### config.mk
export PLATFORM = sky130hd
export DESIGN_NAME = seq_detector_n
export DESIGN_NICKNAME = d
export VERILOG_FILES = /design/src/rtl/seqdet_pkg.sv /design/src/rtl/seqdet_lane.sv /design/src/rtl/seq_detector_n.sv
export SDC_FILE = /design/constraint.sdc
export NUM_CORES = 1
export LEC_CHECK = 0
export BUFFER_PORTS_ARGS = -buffer_cell sky130_fd_sc_hd__buf_4
export CAP_MARGIN = 20
export CELL_PAD_IN_SITES_DETAIL_PLACEMENT = 1
export CELL_PAD_IN_SITES_GLOBAL_PLACEMENT = 1
export CORE_MARGIN = 2
export CORE_UTILIZATION = 42
export DETAILED_ROUTE_END_ITERATION = 10
export GPL_ROUTABILITY_DRIVEN = 0
export PLACE_DENSITY = 0.85
export SLEW_MARGIN = 20
export SYNTH_ARGS = -nofsm -noshare
export SYNTH_HDL_FRONTEND = slang
export SYNTH_SLANG_ARGS = --single-unit
### constraint.sdc
create_clock -name clk -period 3.3 [get_ports clk]
set_input_delay 0.495 -clock clk [delete_from_list [all_inputs] [get_ports clk]]
set_output_delay 0.495 -clock clk [all_outputs]
set_load 0.1 [all_outputs]
### src/rtl/seqdet_pkg.sv
// Shared types and width helpers for the serial sequence detector.
// Lane config is held at maximum width; unused upper bits are always zero.
package seqdet_pkg;

    localparam int SEQDET_PAT_MAX   = 32;
    localparam int SEQDET_LEN_MAX_W = 6;

    localparam logic [SEQDET_LEN_MAX_W-1:0] LEN_DISABLED = '0;

    typedef struct packed {
        logic [SEQDET_PAT_MAX-1:0]   pat;
        logic [SEQDET_LEN_MAX_W-1:0] len;
        logic                        ovl;
    } lane_cfg_t;

    function automatic int calc_idx_w(input int num_pat);
        return (num_pat <= 2) ? 1 : $clog2(num_pat);
    endfunction

    function automatic int calc_len_w(input int pat_w);
        return $clog2(pat_w + 1);
    endfunction

endpackage

### src/rtl/seqdet_lane.sv
// One detector lane: config registers, fill counter, masked compare, optional hit counter.
// Latency: z combinational; hit_cnt one cycle after match. Backpressure: none.
module seqdet_lane
    import seqdet_pkg::*;
#(
    parameter int PAT_W = 3,
    parameter int CNT_W = 8,
    parameter int LEN_W = 2
) (
    input  logic             clk,
    input  logic             reset,
    input  logic             in_valid,
    input  logic [PAT_W-1:0] win,
    input  logic             cfg_we,
    input  logic [PAT_W-1:0] cfg_pat,
    input  logic [LEN_W-1:0] cfg_len,
    input  logic             cfg_ovl,
    input  logic             cnt_clr,
    output logic             z,
    output logic [CNT_W-1:0] hit_cnt
);

    lane_cfg_t                 cfg;
    logic [LEN_W-1:0]          fill;
    logic [SEQDET_PAT_MAX-1:0] win_ext;
    logic [SEQDET_PAT_MAX-1:0] mask;
    logic                      len_ok;
    logic                      fill_ok;

    always_comb begin
        win_ext = SEQDET_PAT_MAX'(win);
        mask    = '0;
        for (int b = 0; b < SEQDET_PAT_MAX; b++) begin
            mask[b] = (b < int'(cfg.len));
        end
        len_ok  = (cfg.len != LEN_DISABLED) && (int'(cfg.len) <= PAT_W);
        // The current bit w completes the pattern, so only len-1 prior bits are needed.
        fill_ok = (int'(fill) + 1 >= int'(cfg.len));
        z       = in_valid && len_ok && fill_ok && ((win_ext & mask) == (cfg.pat & mask));
    end

    always_ff @(posedge clk or negedge reset) begin
        if (!reset) begin
            cfg.pat <= '0;
            cfg.len <= LEN_DISABLED;
            cfg.ovl <= 1'b1;
            fill    <= '0;
        end else if (cfg_we) begin
            cfg.pat <= SEQDET_PAT_MAX'(cfg_pat);
            cfg.len <= SEQDET_LEN_MAX_W'(cfg_len);
            cfg.ovl <= cfg_ovl;
            fill    <= '0;
        end else if (in_valid) begin
            if (z && !cfg.ovl) begin
                fill <= '0;
            end else if (int'(fill) < PAT_W) begin
                fill <= fill + LEN_W'(1);
            end
        end
    end

`ifdef SEQDET_HITCNT_EN
    logic [CNT_W-1:0] cnt;

    always_ff @(posedge clk or negedge reset) begin
        if (!reset) begin
            cnt <= '0;
        end else if (cnt_clr) begin
            cnt <= '0;
        end else if (z && (cnt != '1)) begin
            cnt <= cnt + CNT_W'(1);
        end
    end

    assign hit_cnt = cnt;
`else
    logic unused_cnt_clr;
    assign unused_cnt_clr = cnt_clr;
    assign hit_cnt        = '0;
`endif

endmodule

### src/rtl/seq_detector_n.sv
// Multi-lane programmable serial sequence detector; hit counters built only with SEQDET_HITCNT_EN.
// Latency: z/z_any combinational, z_q and hit_cnt one cycle later. Backpressure: none, in_valid=0 holds state.
module seq_detector_n
    import seqdet_pkg::*;
#(
    parameter int PAT_W   = 3,
    parameter int NUM_PAT = 2,
    parameter int CNT_W   = 8,
    localparam int IDX_W  = calc_idx_w(NUM_PAT),
    localparam int LEN_W  = calc_len_w(PAT_W)
) (
    input  logic                     clk,
    input  logic                     reset,
    input  logic                     w,
    input  logic                     in_valid,
    input  logic                     cfg_we,
    input  logic [IDX_W-1:0]         cfg_idx,
    input  logic [PAT_W-1:0]         cfg_pat,
    input  logic [LEN_W-1:0]         cfg_len,
    input  logic                     cfg_ovl,
    input  logic                     cnt_clr,
    output logic [NUM_PAT-1:0]       z,
    output logic [NUM_PAT-1:0]       z_q,
    output logic                     z_any,
    output logic [NUM_PAT*CNT_W-1:0] hit_cnt
);

    logic [PAT_W-2:0] hist;
    logic [PAT_W-1:0] win;

    assign win   = {hist, w};
    assign z_any = |z;

    always_ff @(posedge clk or negedge reset) begin
        if (!reset) begin
            hist <= '0;
            z_q  <= '0;
        end else begin
            z_q <= z;
            if (in_valid) begin
                hist <= win[PAT_W-2:0];
            end
        end
    end

    // Out-of-range cfg_idx never matches any lane, so the write is dropped.
    for (genvar i = 0; i < NUM_PAT; i++) begin : g_lane
        logic lane_we;
        assign lane_we = cfg_we && (cfg_idx == IDX_W'(i));

        seqdet_lane #(
            .PAT_W (PAT_W),
            .CNT_W (CNT_W),
            .LEN_W (LEN_W)
        ) u_lane (
            .clk      (clk),
            .reset    (reset),
            .in_valid (in_valid),
            .win      (win),
            .cfg_we   (lane_we),
            .cfg_pat  (cfg_pat),
            .cfg_len  (cfg_len),
            .cfg_ovl  (cfg_ovl),
            .cnt_clr  (cnt_clr),
            .z        (z[i]),
            .hit_cnt  (hit_cnt[i*CNT_W +: CNT_W])
        );
    end

endmodule
==> impl_metrics.yaml, run 1 <==
clock_network:
  numCtsBuffers: 3
  cts_root_buffer: "clkbuf_4"
  clockBufferDepth: 2
  htreeDepth: 1
  cts_tree: "done"
  cts_setup_buffers: 0
  postCtsResizedCells: 0
  clock-sinks: 20
  clkTransAtPathRegs_ns: 0.11
  ctsHoldBuffers: 0
  insertion_delay_ns: 0.31
setup_path:
  reg2reg_depth: 5
  crit_chain: "ha_1 > ha_1 > a211oi_1 > nor3_1 > or2_1 > buf_4"
  r2r_start: "g_lane[1].u_lane.fill[0]"
  critical-path-slowest-cell: "dfrtp_1"
  rrSetupSlack_ns: 1.54
  cpPeakStageDelay_ns: 0.48
  cp_top_family: "adder cells"
  path_common_cell: "ha_1"
  cp_num_cells: 6
  crit_fanout: 6
  cp.arrival_ns: 2.24
  critPathLaunchType: "flop"
  crit_type: "reg -> out"
  crit_buf_inv: 1
  critPathRequiredTime_ns: 2.80
  worstSetupEndpointType: "output port"
  startpoint: "g_lane[1].u_lane.fill[0]"
flow_run:
  cap_violations: 0
placed_design:
  numPortBuffers: 16
  dp_hpwl_um: 1760
  place_inst: 144
detailed_routing:
  ant_nets: 0
  num_vias: 747
  firstDrtPassIters: 4
  first_iter_violations: 2
  routedWlPerCell_um: 14.5
  wl_um: 2150
  drcViolationCount: 0
  via_per_inst: 5.05
global_routing:
  grt_pass1_wl_um: 3770
  antenna_found_initial: 0
  grt_pass1_vias: 785
  overflow: 0
  grt_max_degree: 21
  grt_util_all_layers_pct: 15.2
synthesis:
  synth.cell_area_mm2: 0.00117
  synth_top_area_share_pct: 38.4
  yosys_register_bits: 20
  synth_seq_area_share_pct: 42.9
  synth_cell_types: 24
  synth-edff-count: 0
  syn_inst: 101
  yosysWarnings: 0
  syn_area_per_cell_um2: 11.6
  synth_top_area_cell: "dfrtp_1"
  synth_ff_type: "dfrtp_1"
  ys_top_cells_by_area: "dfrtp_1 38%, mux2_1 12%, buf_4 12%"
  async_flop_share_pct: 100
  synth.top_cells.by_count: "18 x buf_4, 18 x dfrtp_1, 13 x mux2_1"
timing:
  fin_worst_skew_ns: 0.00207
  rsz0062_at_grt: "no"
  relSlewSlack_pct: 43.5
  final_max_slew_viol_count: 0
  min_period_ns: 2.74
  setup_viol: 0
  whs_ns: 0.0387
  fmax_mhz: 366
  fin_crit_sh_pct: 82.9
  timing.setup.tns_ns: 0
  worst_slew_pin_slew_ns: 0.845
  finalHoldViolCount: 0
cells_and_area:
  area_growth_pct: 9.49
  area.sequential_um2: 503
  final_nets: 139
  multi_input_area_um2: 576
  fill_cells: 309
  fin_cells: 148
  utilization_pct: 47.4
  drive_gt1_share_pct: 18.8
  diodes: 0
floorplanning:
  start_util_pct: 43.3
  rows: 19
  core_mm2: 0.00271
  ios: 34
  dieArea_mm2: 0.00323
  fp.dieW_um: 56.9
  dieHeight_um: 56.9
outcome:
  status: "completed"
power_and_ir_drop:
  p_per_area_mw_per_mm2: 688
  p_leak_nw: 0.616
  irDropWorstVdd_uv: 425
worst_hold_path:
  worstHoldPathType: "in -> async"
-- per-stage QoR --
stage               cell area [um^2]  setup slack (ns)  total power [mW]
finish                          1280             0.564             0.884
global route                    1280             0.440             0.937
CTS                             1280             0.539             0.891
detailed placement              1250             0.900             0.745
global placement                1250             0.936             0.725
floorplan                       1230             0.778             0.678
-- final timing paths --
check                                                 to
worst max-delay path                               z_any
worst min-delay path             g_lane[0].u_lane.cfg[7]
worst max register to register  g_lane[1].u_lane.fill[0]
worst min register to register   g_lane[1].u_lane.cfg[9]
max in group asynchronous        g_lane[1].u_lane.cfg[0]
min in group clk                g_lane[1].u_lane.fill[1]
-- placed cells by master, fill, tap and decap left out, types with 2 or more instances in the layout --
cell / instances
dfrtp_1: 18
conb_1: 16
buf_4: 16
mux2_1: 13
ha_1: 6
nor3_1: 5
nand2b_1: 4
xor2_1: 4
mux2i_1: 4
nand2_1: 4
inv_1: 3
a211oi_1: 3
clkbuf_4: 3
a311o_1: 2
xnor2_1: 2
a21oi_1: 2
nor4_1: 2
fa_1: 2
dfstp_2: 2
-- sequential cells by signal, summed over array words and instances, names as in the netlist --
name,cells
z_q,2
g_lane.u_lane.fill,4
g_lane.u_lane.cfg,12
hist,2
-- cell type report --
| class | count | area share [%] |
|---|---|---|
| multi-input combinational | 74 | 44.8 |
| sequential | 20 | 39.1 |
| timing repair buffer | 16 | 9.35 |
| tap | 31 | 3.02 |
| clock buffer | 4 | 2.82 |
| inverter | 3 | 0.876 |
-- worst register-to-register path: stages (launching register included) --
cell,delay (ns)
dfrtp_1,0.48
ha_1,0.35
ha_1,0.18
a211oi_1,0.31
nor4_1,0.13
a221oi_1,0.22
-- per-layer routing --
metal / part of all wire (%) / GRT usage, %
met1: 43 / 19.0
met3: 5.6 / 3.23
met5: 0 / 0
met2: 50 / 26.1
met4: 1.1 / 4.98
-- cells by family (layout without fill, tap and decap cells) --
logic type / after synthesis / count (layout) / share of synthesized area [%]
XOR/XNOR: 6 / 6 / 4.48
buffers and inverters: 22 / 23 / 12.9
AND/OR/NAND/NOR: 17 / 17 / 7.68
flip-flops: 20 / 20 / 42.9
other: 1 / 16 / 0.320
multiplexers: 17 / 17 / 15.9
adder cells (fa/ha/maj): 8 / 8 / 9.81
AO/OA/AOI/OAI: 10 / 10 / 6.08
-- power by group --
part           internal, mW  switching (mW)  leakage (nW)
clock                0.0674          0.0785        0.0210
combinational         0.114           0.278         0.354
sequential            0.293          0.0519         0.241
Note: power is estimated with default switching activity, not from simulation.
==> run 2: changes to the inputs <==
Settings changed: ABC_AREA from default to 1, CORE_UTILIZATION 42 to 34, PLACE_DENSITY 0.85 to 0.77.
Clock period 3.3 ns to 2.41 ns, I/O delays scaled along.
==> run 2 against run 1 <==
Synthesized cell count rose by 81%. Clock-buffer cell count did not move. First-iteration DRC count rose to 22 times the previous value.
==> impl_metrics.yaml, run 2 <==
timing:
  fin_worst_skew_ns: 0.00344
  timing.setup.tns_ns: 0
  fmax_mhz: 443
  min_period_ns: 2.26
  setup_viol: 0
  final_max_slew_viol_count: 0
  rsz0062_at_grt: "no"
  finalHoldViolCount: 0
  fin_crit_sh_pct: 93.8
clock_network:
  cts_tree: "done"
  cts_root_buffer: "clkbuf_8"
  clockBufferDepth: 2
  numCtsBuffers: 3
  clock-sinks: 20
  clkTransAtPathRegs_ns: 0.08
  htreeDepth: 1
  insertion_delay_ns: 0.26
floorplanning:
  core_mm2: 0.00394
  rows: 23
  fp.dieW_um: 67.7
  start_util_pct: 35.0
  dieHeight_um: 67.7
  ios: 34
  dieArea_mm2: 0.00459
global_routing:
  grt_pass1_vias: 1116
  overflow: 0
  grt_pass1_wl_um: 5110
  antenna_found_initial: 0
  grt_util_all_layers_pct: 15.1
  grt_max_degree: 21
cells_and_area:
  reg_top3: "g_lane.u_lane.cfg x12, g_lane.u_lane.fill x4"
  final_nets: 220
  multi_input_area_um2: 657
  drive_gt1_share_pct: 20.2
  mostFrequentLayoutCell: "nand2_1"
  largest_register_ffs: 12
  area_growth_pct: 11.6
  area.sequential_um2: 503
  final_cell_mix: "55 x nand2_1, 26 x inv_1, 18 x dfrtp_1, 16 x conb_1, 13 x buf_4"
  fin_cells: 248
  fill_cells: 504
  diodes: 0
  top_register: "g_lane.u_lane.cfg"
synthesis:
  synth.top_cells.by_count: "55 x nand2_1, 26 x inv_1, 18 x buf_4, 18 x dfrtp_1, 12 x nand3_1"
  synth_ff_type: "dfrtp_1"
  synth_top_area_share_pct: 32.6
  synth-edff-count: 0
  yosysWarnings: 0
  syn_area_per_cell_um2: 7.55
  synth.cell_area_mm2: 0.00138
  synth.most_common_cell: "nand2_1"
  synth_top_area_cell: "dfrtp_1"
  async_flop_share_pct: 100
  synth_seq_area_share_pct: 36.4
  ys_top_cells_by_area: "dfrtp_1 33%, nand2_1 15%, buf_4 9.8%"
  synth_cell_types: 22
  yosys_register_bits: 20
  syn_inst: 183
outcome:
  status: "completed"
setup_path:
  crit_type: "reg -> out"
  cp.arrival_ns: 1.90
  crit_chain: "fa_1 > nand2_1 > nand2_1 > nand2_1 > inv_2 > nand2_1 > inv_1 > buf_6"
  worstSetupEndpointType: "output port"
  critical-path-slowest-cell: "fa_1"
  crit_fanout: 5
  rrSetupSlack_ns: 0.73
  critPathLaunchType: "flop"
  path_common_cell: "nand2_1"
  critPathRequiredTime_ns: 2.05
  cpPeakStageDelay_ns: 0.55
detailed_routing:
  firstDrtPassIters: 4
  via_per_inst: 4.37
  ant_nets: 0
  routedWlPerCell_um: 11.5
  num_vias: 1084
  drcViolationCount: 0
  wl_um: 2850
  first_iter_violations: 44
worst_hold_path:
  worstHoldPathType: "in -> reg"
placed_design:
  numPortBuffers: 16
  place_inst: 243
  dp_hpwl_um: 2290
power_and_ir_drop:
  p_leak_nw: 0.863
  irDropWorstVdd_uv: 256
  p_per_area_mw_per_mm2: 894
flow_run:
  cap_violations: 0
==> run 2: cells by family (layout without fill, tap and decap cells) <==
kind of cell             Yosys count  after routing  share of synthesized area, %
AND/OR/NAND/NOR                   87             87                          29.8
buffers and inverters             53             53                          20.1
flip-flops                        20             20                          36.4
AO/OA/AOI/OAI                     14             14                          5.07
adder cells (fa/ha/maj)            8              8                          8.33
other                              1             16                         0.271
==> run 2: metal layers <==
metal / wire (um) / vias to the layer above / global-route usage [%]
met2: 1410 / 18 / 26.2
met1: 1300 / 518 / 18.5
met3: 91 / 4 / 2.50
li1: - / 544 / -
met4: 48 / 0 / 6.12
met5: 0 / - / 0
==> run 2: final timing paths <==
| kind | from | end | cells past startpoint |
|---|---|---|---|
| worst min-delay path | cfg_pat[0] | g_lane[1].u_lane.cfg[7] | 3 |
| min in group asynchronous | reset | z_q[0] | 2 |
| max in group asynchronous | reset | g_lane[0].u_lane.cfg[0] | 2 |
| worst min register to register | g_lane[0].u_lane.fill[1] | g_lane[0].u_lane.fill[1] | 2 |
| worst max-delay path | g_lane[0].u_lane.fill[0] | z[0] | 8 |
| worst max register to register | g_lane[1].u_lane.fill[0] | g_lane[1].u_lane.fill[1] | 10 |
==> run 2: report_power, final <==
part | total, mW | switching (mW) | leakage (nW) | internal [mW]
clock network | 0.269 | 0.123 | 0.0288 | 0.146
registers | 0.458 | 0.0606 | 0.246 | 0.398
logic | 0.651 | 0.469 | 0.589 | 0.182
total | 1.38 | 0.653 | 0.863 | 0.725
==> run 2: area by class of cell <==
type | instances | area share, %
Multi-Input combinational cell | 125 | 42.6
Inverter | 32 | 7.95
Tap cell | 50 | 4.06
Clock buffer | 4 | 3.57
Sequential cell | 20 | 32.6
Timing Repair Buffer | 17 | 9.17
==> run 2: per-stage QoR <==
stage	utilization, %	worst slack, ns	power, mW	instance area (um^2)	hold slack (ns)
after floorplan	-	0.179	1.02	1440	0.0659
after global placement	37.2	0.384	1.09	1470	0.260
after detailed placement	37.2	0.354	1.12	1470	0.264
after CTS	38.8	0.0743	1.39	1530	0.319
after global routing	39.1	0.00551	1.49	1540	0.323
final	39.1	0.150	1.38	1540	0.321
==> run 2: critical path: cells and delay by family (launching register included) <==
kind	cells	cell delay, ns
buffers and inverters	3	0.40
and+or+nand+nor	4	0.25
adders and majority gates	1	0.55
DFF	1	0.45
==> run 2: what timing repair did <==
action,in CTS,in global routing
setup buffers,0,0
setup endpoints to repair,0,3
gates resized for setup,0,3
hold buffers,1,0
hold endpoints to repair,18,0
